File: config.mk
export PLATFORM = sky130hd
export DESIGN_NAME = uart_tx_frame_flat
export DESIGN_NICKNAME = d
export VERILOG_FILES = /design/src/rtl/uart_tx_frame_if.sv /design/src/rtl/uart_tx_frame.sv /design/src/flat_wrapper.sv
export SDC_FILE = /design/constraint.sdc
export NUM_CORES = 1
export LEC_CHECK = 0
export CORE_UTILIZATION = 56
export CTS_CLUSTER_SIZE = 14
export DETAILED_ROUTE_END_ITERATION = 6
export PLACE_DENSITY = 0.78
export REMOVE_ABC_BUFFERS = 1
export SYNTH_ARGS = -nofsm -noshare
export SYNTH_HDL_FRONTEND = slang
export SYNTH_SLANG_ARGS = --single-unit
File: constraint.sdc
create_clock -name clk -period 2.5 [get_ports clk]
set_input_delay 0.5 -clock clk [delete_from_list [all_inputs] [get_ports clk]]
set_output_delay 0.5 -clock clk [all_outputs]
set_load 0.05 [all_outputs]
File: src/rtl/uart_tx_frame_if.sv
// Input-side word handshake for uart_tx_frame: producer drives data_in/data_in_valid,
// the transmitter answers with data_in_ready.
interface uart_tx_frame_if #(
   parameter int unsigned DATA_BITS = 8
) ();
   logic [DATA_BITS-1:0] data_in;
   logic                 data_in_valid;
   logic                 data_in_ready;

   modport master (output data_in, output data_in_valid, input data_in_ready);
   modport slave  (input data_in, input data_in_valid, output data_in_ready);
endinterface

File: src/rtl/uart_tx_frame.sv
// Parametrised UART transmitter: start, DATA_BITS payload LSB first, optional parity, 1-2 stop bits.
// Define UART_TX_FIFO_EN to put a FIFO_DEPTH-entry FIFO in front of the framer (zero-gap frames).
module uart_tx_frame #(
   parameter int unsigned CLOCK_FREQ  = 50_000_000,
   parameter int unsigned BAUD_RATE   = 115_200,
   parameter int unsigned DATA_BITS   = 8,
   parameter int unsigned PARITY_MODE = 0,
   parameter int unsigned STOP_BITS   = 1,
   parameter int unsigned FIFO_DEPTH  = 4
) (
   input  logic           clk,
   input  logic           rst_n,
   uart_tx_frame_if.slave in_if,
   output logic           serial_out,
   output logic           tx_busy
);
   localparam int unsigned SET = CLOCK_FREQ / BAUD_RATE;
   localparam int unsigned SW  = (SET >= 2) ? $clog2(SET) : 1;
   localparam logic [SW-1:0] SYM_LAST  = SW'(SET - 1);
   localparam logic [3:0]    DATA_LAST = 4'(DATA_BITS - 1);
   localparam logic [3:0]    STOP_LAST = 4'(STOP_BITS - 1);
   localparam bit HAS_PAR = (PARITY_MODE != 0);
   localparam bit ODD_PAR = (PARITY_MODE == 2);

   localparam logic [2:0] IDLE   = 3'd0;
   localparam logic [2:0] START  = 3'd1;
   localparam logic [2:0] DATA   = 3'd2;
   localparam logic [2:0] PARITY = 3'd3;
   localparam logic [2:0] STOP   = 3'd4;

   if (SET < 2) begin : g_bad_set
      $error("uart_tx_frame: CLOCK_FREQ/BAUD_RATE must be at least 2");
   end
   if (DATA_BITS < 5 || DATA_BITS > 9) begin : g_bad_data
      $error("uart_tx_frame: DATA_BITS must be 5..9");
   end
   if (PARITY_MODE > 2) begin : g_bad_par
      $error("uart_tx_frame: PARITY_MODE must be 0, 1 or 2");
   end
   if (STOP_BITS < 1 || STOP_BITS > 2) begin : g_bad_stop
      $error("uart_tx_frame: STOP_BITS must be 1 or 2");
   end
   if (FIFO_DEPTH < 2 || (FIFO_DEPTH & (FIFO_DEPTH - 1)) != 0) begin : g_bad_depth
      $error("uart_tx_frame: FIFO_DEPTH must be a power of two >= 2");
   end

   logic [2:0]           state;
   logic [SW-1:0]        sym_cnt;
   logic [3:0]           bit_cnt;
   logic [DATA_BITS-1:0] shreg;
   logic                 par_bit;
   logic                 line_bit;
   logic                 sym_last;
   logic                 frame_done;
   logic                 load;
   logic [DATA_BITS-1:0] load_word;

   assign sym_last   = (sym_cnt == SYM_LAST);
   assign frame_done = (state == STOP) && sym_last && (bit_cnt == STOP_LAST);

`ifdef UART_TX_FIFO_EN
   localparam int unsigned AW = $clog2(FIFO_DEPTH);

   logic [DATA_BITS-1:0] mem [FIFO_DEPTH];
   logic [AW-1:0]        wr_ptr;
   logic [AW-1:0]        rd_ptr;
   logic [AW:0]          count;
   logic                 fifo_empty;
   logic                 push;
   logic                 pop;

   assign fifo_empty          = (count == '0);
   assign in_if.data_in_ready = (count != (AW+1)'(FIFO_DEPTH));
   assign push                = in_if.data_in_valid && in_if.data_in_ready;
   // Popping on the final stop cycle lets the next start bit follow with no idle gap.
   assign pop                 = !fifo_empty && ((state == IDLE) || frame_done);
   assign load                = pop;
   assign load_word           = mem[rd_ptr];
   assign tx_busy             = (state != IDLE) || !fifo_empty;

   always_ff @(posedge clk or negedge rst_n) begin
      if (!rst_n) begin
         wr_ptr <= '0;
         rd_ptr <= '0;
         count  <= '0;
      end else begin
         if (push) wr_ptr <= wr_ptr + 1'b1;
         if (pop)  rd_ptr <= rd_ptr + 1'b1;
         case ({push, pop})
            2'b10:   count <= count + 1'b1;
            2'b01:   count <= count - 1'b1;
            default: count <= count;
         endcase
      end
   end

   always_ff @(posedge clk) begin
      if (push) mem[wr_ptr] <= in_if.data_in;
   end
`else
   assign in_if.data_in_ready = (state == IDLE);
   assign load                = in_if.data_in_valid && (state == IDLE);
   assign load_word           = in_if.data_in;
   assign tx_busy             = (state != IDLE);
`endif

   always_comb begin
      line_bit = 1'b1;
      case (state)
         START:   line_bit = 1'b0;
         DATA:    line_bit = shreg[0];
         PARITY:  line_bit = par_bit;
         default: line_bit = 1'b1;
      endcase
   end

   // serial_out follows the state's line level one cycle later, so it is a clean register output.
   always_ff @(posedge clk or negedge rst_n) begin
      if (!rst_n) begin
         state      <= IDLE;
         sym_cnt    <= '0;
         bit_cnt    <= '0;
         shreg      <= '0;
         par_bit    <= 1'b0;
         serial_out <= 1'b1;
      end else begin
         serial_out <= line_bit;
         if (load) begin
            state   <= START;
            sym_cnt <= '0;
            bit_cnt <= '0;
            shreg   <= load_word;
            par_bit <= (^load_word) ^ ODD_PAR;
         end else if (state != IDLE) begin
            sym_cnt <= sym_last ? '0 : sym_cnt + 1'b1;
            if (sym_last) begin
               case (state)
                  START: begin
                     state   <= DATA;
                     bit_cnt <= '0;
                  end
                  DATA: begin
                     shreg <= shreg >> 1;
                     if (bit_cnt == DATA_LAST) begin
                        bit_cnt <= '0;
                        state   <= HAS_PAR ? PARITY : STOP;
                     end else begin
                        bit_cnt <= bit_cnt + 1'b1;
                     end
                  end
                  PARITY: begin
                     state   <= STOP;
                     bit_cnt <= '0;
                  end
                  STOP: begin
                     if (frame_done) state <= IDLE;
                     else            bit_cnt <= bit_cnt + 1'b1;
                  end
                  default: state <= IDLE;
               endcase
            end
         end
      end
   end
endmodule

File: src/flat_wrapper.sv
// flat-port wrapper written by rule: the top's interface ports become plain ports
module uart_tx_frame_flat 
#(
   parameter int unsigned CLOCK_FREQ  = 50_000_000,
   parameter int unsigned BAUD_RATE   = 115_200,
   parameter int unsigned DATA_BITS   = 8,
   parameter int unsigned PARITY_MODE = 0,
   parameter int unsigned STOP_BITS   = 1,
   parameter int unsigned FIFO_DEPTH  = 4
)
  (clk, rst_n, serial_out, tx_busy, in_if_data_in, in_if_data_in_valid, in_if_data_in_ready);
  uart_tx_frame_if #(.DATA_BITS(DATA_BITS)) in_if_i ();
  input  logic clk;
  input  logic rst_n;
  output logic serial_out;
  output logic tx_busy;
  input wire logic [$bits(in_if_i.data_in)-1:0] in_if_data_in;
  input wire logic [$bits(in_if_i.data_in_valid)-1:0] in_if_data_in_valid;
  output wire logic [$bits(in_if_i.data_in_ready)-1:0] in_if_data_in_ready;
  assign in_if_i.data_in = in_if_data_in;
  assign in_if_i.data_in_valid = in_if_data_in_valid;
  assign in_if_data_in_ready = in_if_i.data_in_ready;
  uart_tx_frame #(.CLOCK_FREQ(CLOCK_FREQ), .BAUD_RATE(BAUD_RATE), .DATA_BITS(DATA_BITS), .PARITY_MODE(PARITY_MODE), .STOP_BITS(STOP_BITS), .FIFO_DEPTH(FIFO_DEPTH)) u_core (.clk(clk), .rst_n(rst_n), .in_if(in_if_i), .serial_out(serial_out), .tx_busy(tx_busy));
endmodule
==> results.yml <==
yosys:
  ys.warnings.count: 0
  syn_inst: 168
  synthArstFlopShare_pct: 100.0
  ys_ff_latch: 26
  synth_seq_area_share_pct: 41.78
  synth_flop_cell: "dfrtp_1"
  synth_edf_count: 0
  avgSynthCellArea_sq_um: 9.287
  ys_types: 44
  syn_area_sq_um: 1560
finish:
  drive_gt1_share_pct: 14.13
  area_growth_pct: 13.39
  final_common_cell: "nand2_1"
  diodes: 0
  stdcell_area_sq_um: 1769
  final_cells: 214
  fin_nets: 200
  layout_common_cells: "33 x nand2_1, 25 x dfrtp_1, 16 x o21ai_0"
timing:
  finalHoldViolations: 0
  whs_ps: 516.7
  skew_ps: 6.895
  setup_ws_ps: 325.6
  report.final.slew_viol_count: 0
  slew_headroom_pct: 62.28
  fmaxAchievable_ghz: 0.4599
  period_needed_ps: 2174
  rsz0062_at_grt: "false"
  timing.final.crit_share_pct: 86.98
  worstMarginPinSlew_ps: 565.9
  finalSetupViolCount: 0
floorplanning:
  placementRows: 18
  core_sq_um: 2545
  top_level_ports: 14
  fp.dieH_um: 54.79
  start_util_pct: 61.31
  die_w_um: 54.79
  dieArea_sq_um: 3001
global_route:
  antenna_found_initial: 0
  grt_start_max_net_pins: 16
  grtUsageTotal_pct: 24.75
  grt_remaining_overflow: 0
  grt_pass1_vias: 1152
  grt_pass1_wl_um: 5175
run:
  cap_viol_max_count: 0
clock_network:
  clk_pin_slew_ps: 150
  insertion_delay_ps: 320
  cts_max_path_buffers: 2
  h-tree-depth: 1
  clock-root-buffer: "clkbuf_4"
  numCtsBuffers: 3
  cts_tree: "done"
  post-cts-setup-buffers: 0
  clock-sinks: 26
  hold_buffers: 0
  cts_resized: 0
placed_design:
  portBuffers: 13
  dp_hpwl_um: 2303
  gp_congestion: 0.7873
  place_ws_ps: 129.5
  placed_area_sq_um: 1733
  dp_cells: 210
setup_path:
  cp-end-kind: "flip-flop"
  path_class: "flip-flop to flip-flop"
  critPathArrivalTime_ps: 2390
  crit_path_start_kind: "flip-flop"
  cp_max_fo: 8
  required_ps: 2720
outcome:
  status: "completed"
min_path:
  hold_class: "primary input to async pin"
power:
  p_int_w: 0.0005598
  p_total_w: 0.0007243
  p_switching_w: 0.0001646
  p_per_area_nw_per_um2: 409.4
  clock_power_share_pct: 29.7
  p_leak_nw: 0.7673
  seqPwrFrac_pct: 60.6
  p_sw_share_pct: 22.72
  peakVddDrop_v: 0.0004322
  pwr-share-comb_pct: 9.7
route:
  firstDrtPassIters: 4
  drcViolationCount: 0
  vias_per_cell: 5.902
  drtAntennaViolNets: 0
  drt_wl_total_um: 3175
  wl_met1_um: 1478
  routed-wl-met2_um: 1608
  avgRoutedWirePerCell_um: 14.84
  vias: 1263
  routed.top_layer: "met3"
  dr_wl_met3_um: 88
  drt_iter0_markers: 13
[per-stage QoR]
step / utilization (%) / setup TNS [ps]
after detailed placement: 68.09 / 0
after global placement: 68.09 / 0
final: 69.52 / 0
after CTS: 69.52 / 0
after floorplan: - / -8623
after global routing: 69.52 / 0
[power groups by stage]
stage,Sequential [W],Clock [W],Combinational [W]
after floorplan,0.000445,0,0.0000364
after global placement,0.000446,0,0.0000685
after detailed placement,0.000447,0,0.0000708
after CTS,0.000439,0.000222,0.0000713
after global routing,0.000441,0.000237,0.0000788
final,0.000439,0.000215,0.0000701
[path summary, 6_finish.rpt]
| check | startpoint | to | slack, ps | depth (start not counted) |
|---|---|---|---|---|
| min reg2reg | u_core.par_bit | u_core.par_bit | 520 | 2 |
| max reg2reg | u_core.sym_cnt[6] | u_core.shreg[3] | 330 | 4 |
| min in group clk | u_core.par_bit | u_core.par_bit | 520 | 2 |
| max in group asynchronous | rst_n | u_core.sym_cnt[4] | 1370 | 2 |
| min | rst_n | u_core.bit_cnt[3] | 520 | 1 |
| max | u_core.sym_cnt[6] | u_core.shreg[3] | 330 | 4 |
[critical path, cell delays in order (launching register included)]
cell and delay, ps:
dfrtp_1 470, nor4b_4 490, nand3_2 190, a211oi_4 530
mux2_2 390
[flip-flops by register name (all words and copies together), names as in the netlist]
signal,count
u_core.sym_cnt,9
u_core.state,3
u_core.bit_cnt,4
u_core.par_bit,1
u_core.serial_out,1
u_core.shreg,8
[cell usage after synthesis (2+ instances only)]
cell type  count  area (sq um)
xnor2_1        9         78.83
o2111ai_1      2         17.52
o21bai_1       2         15.01
a21oi_1        6         30.03
nor2_1         4         15.01
and3_1         2         12.51
clkbuf_1       3         11.26
mux2_2         6         67.56
dfrtp_1       25         625.6
nand3_1        8         40.04
inv_1          9         33.78
o21ai_0       16         80.08
mux2i_1        6         60.06
nand2_1       33         123.9
o211ai_1       2         15.01
nor3_1         4         20.02
ha_1           4         50.05
[layout make-up]
type	instances	area [sq um]
tap	30	37.54
fill	209	775.7
timing repair buffer	17	155.1
inverter	9	33.78
multi-input combinational	128	854.6
clock buffer	4	36.28
sequential	26	651.9
[kinds of logic after synthesis]
family / count (synthesis) / share of synthesized area, %
adders and majority gates: 4 / 3.208
DFF: 26 / 41.78
AOI/OAI and AO/OA: 39 / 16.76
buffers and inverters: 14 / 3.448
xor gates and xnor gates: 9 / 5.052
and+or+nand+nor: 64 / 21.57
muxes: 12 / 8.179
[metal layers]
| metal | global-route usage, % | up-vias |
|---|---|---|
| met2 | 42.17 | 25 |
| met3 | 3.889 | 0 |
| met5 | 0 | - |
| met4 | 9.402 | 0 |
| li1 | - | 622 |
| met1 | 31.06 | 616 |
No activity file was read; power rests on OpenSTA's default activity.
